==> src/rtl/fetch_stage.sv <==
`default_nettype none
// ============================================================================
// Module      : fetch_stage
// Description : Instruction fetch stage with a single outstanding request,
//               one-entry skid buffer and IF/ID output register.
//               Misaligned PCs produce an address-error entry instead of a
//               bus request.
// Revision    : 1.0 - initial release
// ----------------------------------------------------------------------------
// Ports
//   clk             sole clock, rising edge
//   reset           synchronous active-high reset
//   inst_req        fetch request valid
//   inst_addr       fetch address (always the current PC)
//   inst_addr_ok    request accepted this cycle
//   inst_data_ok    instruction data returned this cycle
//   inst_rdata      returned instruction word
//   redirect_valid  branch/jump/exception redirect
//   redirect_pc     redirect target
//   stall           decode cannot consume id_* this cycle
//   id_valid        IF/ID register holds an instruction
//   id_pc           PC of id_instr
//   id_instr        instruction word for the decoder
//   id_adel         id entry is an address-error fault
// ============================================================================
module fetch_stage #(
    parameter logic [31:0] RESET_PC = 32'hBFC0_0000
) (
    input  logic        clk,
    input  logic        reset,
    output logic        inst_req,
    output logic [31:0] inst_addr,
    input  logic        inst_addr_ok,
    input  logic        inst_data_ok,
    input  logic [31:0] inst_rdata,
    input  logic        redirect_valid,
    input  logic [31:0] redirect_pc,
    input  logic        stall,
    output logic        id_valid,
    output logic [31:0] id_pc,
    output logic [31:0] id_instr,
    output logic        id_adel
);

    typedef enum logic [2:0] {
        S_REQ     = 3'd0,
        S_WAIT    = 3'd1,
        S_SKID    = 3'd2,
        S_DISCARD = 3'd3,
        S_ERR     = 3'd4
    } state_t;

    state_t      state_q, state_d;
    logic [31:0] pc_q, pc_d;
    logic        id_valid_q, id_valid_d;
    logic [31:0] id_pc_q, id_pc_d;
    logic [31:0] id_instr_q, id_instr_d;
    logic        id_adel_q, id_adel_d;
    // The skid entry's PC is always pc_q: the PC only advances once the
    // skid word has moved into IF/ID, so only the word itself is stored.
    logic [31:0] skid_instr_q, skid_instr_d;

    logic        w_id_ready;
    logic        w_aligned;
    logic [31:0] w_pc_inc;

    assign w_id_ready = !id_valid_q || !stall;
    assign w_aligned  = (pc_q[1:0] == 2'b00);
    assign w_pc_inc   = pc_q + 32'd4;

    assign inst_addr  = pc_q;
    assign id_valid   = id_valid_q;
    assign id_pc      = id_pc_q;
    assign id_instr   = id_instr_q;
    assign id_adel    = id_adel_q;

    always_comb begin
        state_d      = state_q;
        pc_d         = pc_q;
        id_valid_d   = id_valid_q;
        id_pc_d      = id_pc_q;
        id_instr_d   = id_instr_q;
        id_adel_d    = id_adel_q;
        skid_instr_d = skid_instr_q;
        inst_req     = 1'b0;

        // A consumed entry drops out unless a load below replaces it.
        if (w_id_ready) begin
            id_valid_d = 1'b0;
        end

        case (state_q)
            S_REQ: begin
                if (w_aligned) begin
                    inst_req = 1'b1;
                    if (inst_addr_ok) begin
                        state_d = S_WAIT;
                    end
                end else if (w_id_ready) begin
                    id_valid_d = 1'b1;
                    id_pc_d    = pc_q;
                    id_instr_d = 32'h0;
                    id_adel_d  = 1'b1;
                    state_d    = S_ERR;
                end
            end
            S_WAIT: begin
                if (inst_data_ok) begin
                    if (w_id_ready) begin
                        id_valid_d = 1'b1;
                        id_pc_d    = pc_q;
                        id_instr_d = inst_rdata;
                        id_adel_d  = 1'b0;
                        pc_d       = w_pc_inc;
                        state_d    = S_REQ;
                    end else begin
                        skid_instr_d = inst_rdata;
                        state_d      = S_SKID;
                    end
                end
            end
            S_SKID: begin
                if (w_id_ready) begin
                    id_valid_d = 1'b1;
                    id_pc_d    = pc_q;
                    id_instr_d = skid_instr_q;
                    id_adel_d  = 1'b0;
                    pc_d       = w_pc_inc;
                    state_d    = S_REQ;
                end
            end
            S_DISCARD: begin
                if (inst_data_ok) begin
                    state_d = S_REQ;
                end
            end
            S_ERR: begin
                state_d = S_ERR;
            end
            default: begin
                state_d = S_REQ;
            end
        endcase

        // Redirect overrides everything above. If a request is still in
        // flight on the bus after this cycle, its data must be thrown away.
        if (redirect_valid) begin
            pc_d         = redirect_pc;
            id_valid_d   = 1'b0;
            skid_instr_d = 32'h0;
            case (state_q)
                S_REQ:     state_d = (inst_req && inst_addr_ok) ? S_DISCARD : S_REQ;
                S_WAIT:    state_d = inst_data_ok ? S_REQ : S_DISCARD;
                S_DISCARD: state_d = inst_data_ok ? S_REQ : S_DISCARD;
                default:   state_d = S_REQ;
            endcase
        end
    end

    always_ff @(posedge clk) begin
        if (reset) begin
            state_q      <= S_REQ;
            pc_q         <= RESET_PC;
            id_valid_q   <= 1'b0;
            id_pc_q      <= 32'h0;
            id_instr_q   <= 32'h0;
            id_adel_q    <= 1'b0;
            skid_instr_q <= 32'h0;
        end else begin
            state_q      <= state_d;
            pc_q         <= pc_d;
            id_valid_q   <= id_valid_d;
            id_pc_q      <= id_pc_d;
            id_instr_q   <= id_instr_d;
            id_adel_q    <= id_adel_d;
            skid_instr_q <= skid_instr_d;
        end
    end

endmodule
`default_nettype wire

==> config.mk <==
export PLATFORM = sky130hd
export DESIGN_NAME = fetch_stage
export DESIGN_NICKNAME = d
export VERILOG_FILES = /design/src/rtl/fetch_stage.sv
export SDC_FILE = /design/constraint.sdc
export NUM_CORES = 1
export LEC_CHECK = 0
export BUFFER_PORTS_ARGS = -buffer_cell sky130_fd_sc_hd__clkbuf_2
export CORE_MARGIN = 3
export CORE_UTILIZATION = 55
export DETAILED_ROUTE_END_ITERATION = 16
export PLACE_DENSITY_LB_ADDON = 0.15
export SLEW_MARGIN = 25
export SYNTH_ARGS = -nofsm -noshare
export SYNTH_HDL_FRONTEND = slang
export SYNTH_SLANG_ARGS = --single-unit
==> constraint.sdc <==
create_clock -name clk -period 3.9 [get_ports clk]
set_input_delay 0.195 -clock clk [delete_from_list [all_inputs] [get_ports clk]]
set_output_delay 0.195 -clock clk [all_outputs]
set_load 0.005 [all_outputs]
* Word-level counts from Yosys, hierarchy flattened
Index checks and enable logic that the tools add are counted.
** Word-level totals
- Flip-flop bits (word level) :: 133
- Word-level logic and storage cells :: 77
- Output and inout port bits :: 99
- Input bits :: 70
** Cells by class
- Mux-type cells :: 38
- Eq/ne operators :: 14
- Add/sub/neg operators :: 1
- Bitwise operators :: 1
- Reductions and logical operators :: 16
** Operators by type and width (count)
- 32-bit two-way mux :: 11
- 32-bit one-hot mux with 3 select lines :: 2
- 32-bit one-hot mux with 2 select lines :: 1
- 32-bit by 3-bit adder with 32-bit output, second input constant :: 1
- 3-bit two-way mux :: 7
- 3-bit one-hot mux with 5 select lines :: 1
- 1-bit two-way mux :: 10
- 2-bit != test, second input constant :: 5
- 3-bit != test, second input constant :: 3
- 4-bit != test, second input constant :: 2
- 3-bit by 2-bit equality test with 1-bit output, second input constant :: 2
- 2-bit two-way mux :: 3
- 1-bit one-hot mux with 3 select lines :: 2
- 3-bit AND reduction :: 2
- 6-bit AND reduction :: 1
- 3-bit nonzero test :: 2
- 5-bit AND reduction :: 1
- 2-bit one-hot mux with 2 select lines :: 1
- 4-bit AND reduction :: 1
- 2-bit OR reduction :: 2
- 3-bit by 1-bit equality test with 1-bit output, second input constant :: 1
- 3-bit equality test, second input constant :: 1
- 3-bit logical NOT :: 1
- 1-bit logical NOT :: 2
- 5 further kinds :: 5

* Longest topological paths before layout
- Depth in word-level cells :: 7
- Depth in mapped cells :: 8
- Gate-level depth less buffers :: 6

* Worst setup path before layout
Ideal clock, no wire load.
- Path type :: reg2reg
- From :: register pc_q[14] (netlist: inst_addr[14])
- To :: register pc_q[26] (netlist: inst_addr[26])
- Arrival time :: 1.740 ns
- Period minus slack after synthesis :: 1.876 ns
- Buffers on the path :: 1
- Data required time :: 3.764 ns
- Cell stages (with the launch flop) :: 7
- Path slack :: 2.024 ns
- Setup time :: 0.136 ns
- Cells stage by stage :: dfxtp_1 -> nand4_4 -> or4_4 -> buf_6 -> o31a_2 -> nor3_1 -> o21ai_0
** On the way
- Cells in the longest elaborated chain, start to end :: 5
** RTL lines
- start: declaration :: RTL line 54 : logic [31:0] pc_q, pc_d;
- start signal: assignment :: RTL line 171 : pc_q <= pc_d;
- 32-bit by 3-bit adder with 32-bit output (*) :: RTL line 69 : assign w_pc_inc = pc_q + 32'd4;
- 32-bit two-way mux (*) :: RTL line 109, 123
- 32-bit two-way mux :: RTL line 108 : if (inst_data_ok) begin
- 32-bit one-hot mux with 2 select lines (*) :: RTL line 92 : case (state_q)
- 32-bit two-way mux (*) :: RTL line 147 : if (redirect_valid) begin
Mark *: on every way between the ends. The rest lies on a longest branch, timed or not. The select of a mux whose other input is x is not followed.
A chain may end at the register's enable or synchronous reset.

* Worst setup path after layout
- From :: register state_q[2]
- To :: register id_instr_q[3] (netlist: id_instr[3])
** On the way
- Cells in the longest elaborated chain, start to end :: 3
- Elaborated cells between the ends (all ways) :: 11
- Classes of those cells :: eq/ne: 7; mux: 1; reduce/logical: 3
** RTL lines
- start: declaration :: RTL line 53 : state_t state_q, state_d;
- start signal: assignment :: RTL line 170 : state_q <= state_d;
- 3-bit by 2-bit equality test with 1-bit output, or another cell as far along :: RTL line 92
- 2-bit != test (no source line) or 3-bit nonzero test (tied branches)
- 6-bit AND reduction (no source line)
- end signal: assignment :: RTL line 174 : id_instr_q <= id_instr_d;
- end: declaration :: RTL line 57 : logic [31:0] id_instr_q, id_instr_d;
Several ways; a longest one is shown, not always the timed one.

==> results.md <==
* HP Class: primary input to register
* Pwr dens at 520 nW/um2
* Fin Setup TNS at 0 ns
* Most frequent cell after synthesis: nand2_1
* Drt drc at 0
* Synth top area cells: dfxtp_1 (47%), nand2_1 (10%), a21oi_1 (6.7%), a221oi_1 (5.1%), nor2_1 (4.1%)
* Routed wire per std cell at 15.9 um
* Post-Synth Adder-Cell Area at 0.222%
* Status: finished, final reports clean
* Clock Latency Late Sink at 0.52 ns
* Clock tree sinks at 133
* Synth Area per Inst at 8.09 um2
* Min-Delay Endpoint: state_q[1]
* Die H at 107 um
* Synth Area in Simple Gates at 26.0%
* Root buf cell: clkbuf_8
* Post-synth top flop: dfxtp_1
* Clock Path Buffers at 2
* Maxcap violations at 0
* Seq/Total Area, Yosys at 47.3%
* Fraction of layout cells with a size suffix above 1 at 25.1%
* Cell Rows at 36
* Crit share post-route at 60.0%
* Met2 usage at 47.2%
* Clk slew on worst S/H paths at 0.06 ns
* Worst Path Required at 4.29 ns
* Vias in the first global route at 5,623
* Slew HR at 51.2%
* Starting density of the core at 57.1%
* Worst-path cell chain: a21o_1 -> a21oi_1 -> nand2_2 -> buf_4 -> a221oi_1 -> nor3_1
* Beginning of the worst hold path: stall
* Post-DP HPWL at 10.5 mm
* Slew @ Worst Pin at 0.730 ns
* Cell area after synthesis at 5630 um2
* Worst Path Max Fanout at 40
* Slowest stage delay, CP at 0.43 ns
* Tmin final at 2.34 ns
* Crit end category: register
* Worst setup SP type: register
* Leak at 3.15 nW
* Die X at 107 um
* Crit path DAT at 2.73 ns
* Final WS setup at 1.56 ns
* Num CTS Buffers at 17
* Post-CTS Setup Bufs at 0
* CTS tree: yes
* Syn Inst Count at 696
* Area Overhead vs Synth at 37.7%
* Hold path depth at 3
* Post-synth ARST share at 0%
* Reg-to-reg endpoint: id_instr[3]
* GPL Wtd Cong at 0.885
* DR iter-0 viols at 531
* Kind of critical path: register to register
* # diodes at 0
* Top Ports at 169
* Worst reg2reg path startpoint: state_q[2]
* First-pass GRT wire length at 27.1 mm
* Mux cell area share after synthesis at 0.533%
* Distinct cells, synth at 54
* Reg2Reg Depth at 6
* Total GRT Usage at 29.3%
* Synth Register Bits at 133
* H-Tree Depth at 4
* Routed Antenna Nets at 0
* Most frequent cells after synthesis: nand2_1 (153), dfxtp_1 (133), a21oi_1 (75), nor2_1 (62), nor3_1 (44)
* Slowest-stage cell, CP: nand2_2
* Synthesized net count at 767
* TritonRoute pass-1 iters at 6
* Met3 Use GR at 6.56%
* Fin nets at 969
* Synth Warn # at 0
* GR Util met1 at 37.0%
* Overall routed net length at 16.6 mm
* Worst slack, placed at 1.50 ns
* Largest area contributor in the netlist: dfxtp_1
* Via count at 5,972
* Overflow after GRT at 0
* Tot Pwr at 4.03 mW
* Yosys top cell area share at 47.3%
* R2r setup slk at 1.56 ns
* RSZ-0062 raised after global routing: no
* Core area at 9860 um2
* Vias per Instance at 5.73
* I/O Buffers at 168
* Peak supply drop at 0.000330 V
* Final setup skew at 0.00877 ns
* Global-route layer with the greatest usage: met2
* Main combinational cell family by area after synthesis: simple AND/OR/NAND/NOR gates
* Xor/xnor share of the synthesized area at 2.80%
* Slew Limit Fails at 0
* Max Clock Freq at 0.427 GHz
* EDFF count, synth at 0
* Largest net degree at the start of global routing at 63
* Initial antenna violation count at 0
* Final hold violations at 0
* Compound-Gate Fraction of Synth Area at 18.2%
* Final Setup Violations at 0
* Die ar. at 11,500 um2
## logic make-up after synthesis
family | after synthesis
AO/OA/AOI/OAI | 157
XOR/XNOR | 18
adder cells (fa/ha/maj) | 1
buffers and inverters | 67
flip-flops | 133
multiplexers | 3
AND/OR/NAND/NOR | 317
## power breakdown
part	switching (mW)	leakage, nW	internal (mW)
combinational	0.402	1.74	0.307
sequential	0.101	1.09	1.49
clock	0.597	0.318	1.14
total	1.10	3.15	2.93
## critical path: cells and delay by family, from the launching register on
family	cells	cell delay, ns
AOI/OAI and AO/OA	3	0.87
buffers and inverters	1	0.41
DFF	1	0.40
and+or+nand+nor	2	0.51
## worst max path at each step
| stage | start | endpoint | slack [ns] | depth (start not counted) |
|---|---|---|---|---|
| finish | state_q[2] | id_instr[3] | 1.56 | 6 |
| global route | state_q[0] | skid_instr_q[22] | 1.35 | 6 |
| CTS | state_q[1] | inst_addr[15] | 1.41 | 5 |
| detailed placement | state_q[1] | inst_addr[15] | 1.50 | 5 |
| global placement | state_q[0] | skid_instr_q[29] | 1.47 | 6 |
| floorplan | inst_addr[14] | inst_addr[26] | 2.02 | 6 |
## layer usage
metal / routed length [um] / share of wire [%]
met2: 7870 / 48
met3: 1070 / 6.4
met5: 0 / 0
met1: 7010 / 42
met4: 618 / 3.7
## placed cells by master (no fill, tap or decap), types with 3 or more instances in the layout
cell	synthesis	final
mux2i_1	3	3
a311oi_1	5	5
clkinv_2	0	3
or3_1	9	9
nand4_1	6	6
nand3_1	7	7
o21ai_0	11	11
xnor2_1	18	18
clkbuf_2	1	167
a221oi_1	33	33
a21oi_1	75	75
clkbuf_8	1	3
inv_1	12	12
bufinv_16	0	5
nor4_1	8	8
o211ai_1	4	4
dfxtp_1	133	133
nor3_1	44	44
a211oi_1	13	13
dlygate4sd3_1	0	63
nor2_1	62	61
nand2_1	153	152
nor4_2	3	3
nand2b_1	3	3
buf_4	0	8
clkbuf_16	0	16
## sequential cells by signal, indices dropped and copies added (netlist names)
name,flops
id_adel,1
id_pc,32
skid_instr_q,32
inst_addr,32
id_instr,32
id_valid,1
state_q,3
## layout make-up
class	count	area (um2)
clock buffer	19	442
sequential	133	2660
clock inverter	12	200
multi-input combinational	496	2710
timing repair buffer	238	1530
inverter	12	45.0
tap	133	166
fill	689	2110
## through the flow
stage | hold WS (ns) | utilization [%] | instance area [um2] | instances
global route | 0.0410 | 78.6 | 7750 | 1043
detailed placement | 0.426 | 65.6 | 6470 | 949
finish | 0.0244 | 78.6 | 7750 | 1043
CTS | 0.00801 | 78.5 | 7750 | 1043
floorplan | 0.330 | - | 5630 | 696
global placement | 0.424 | 65.5 | 6460 | 948
## repair_timing
item,CTS,global route
endpoints found under the hold margin,71,0
gates resized for setup,0,0
hold buffers,63,0
Power figures use the tool's default switching activity.
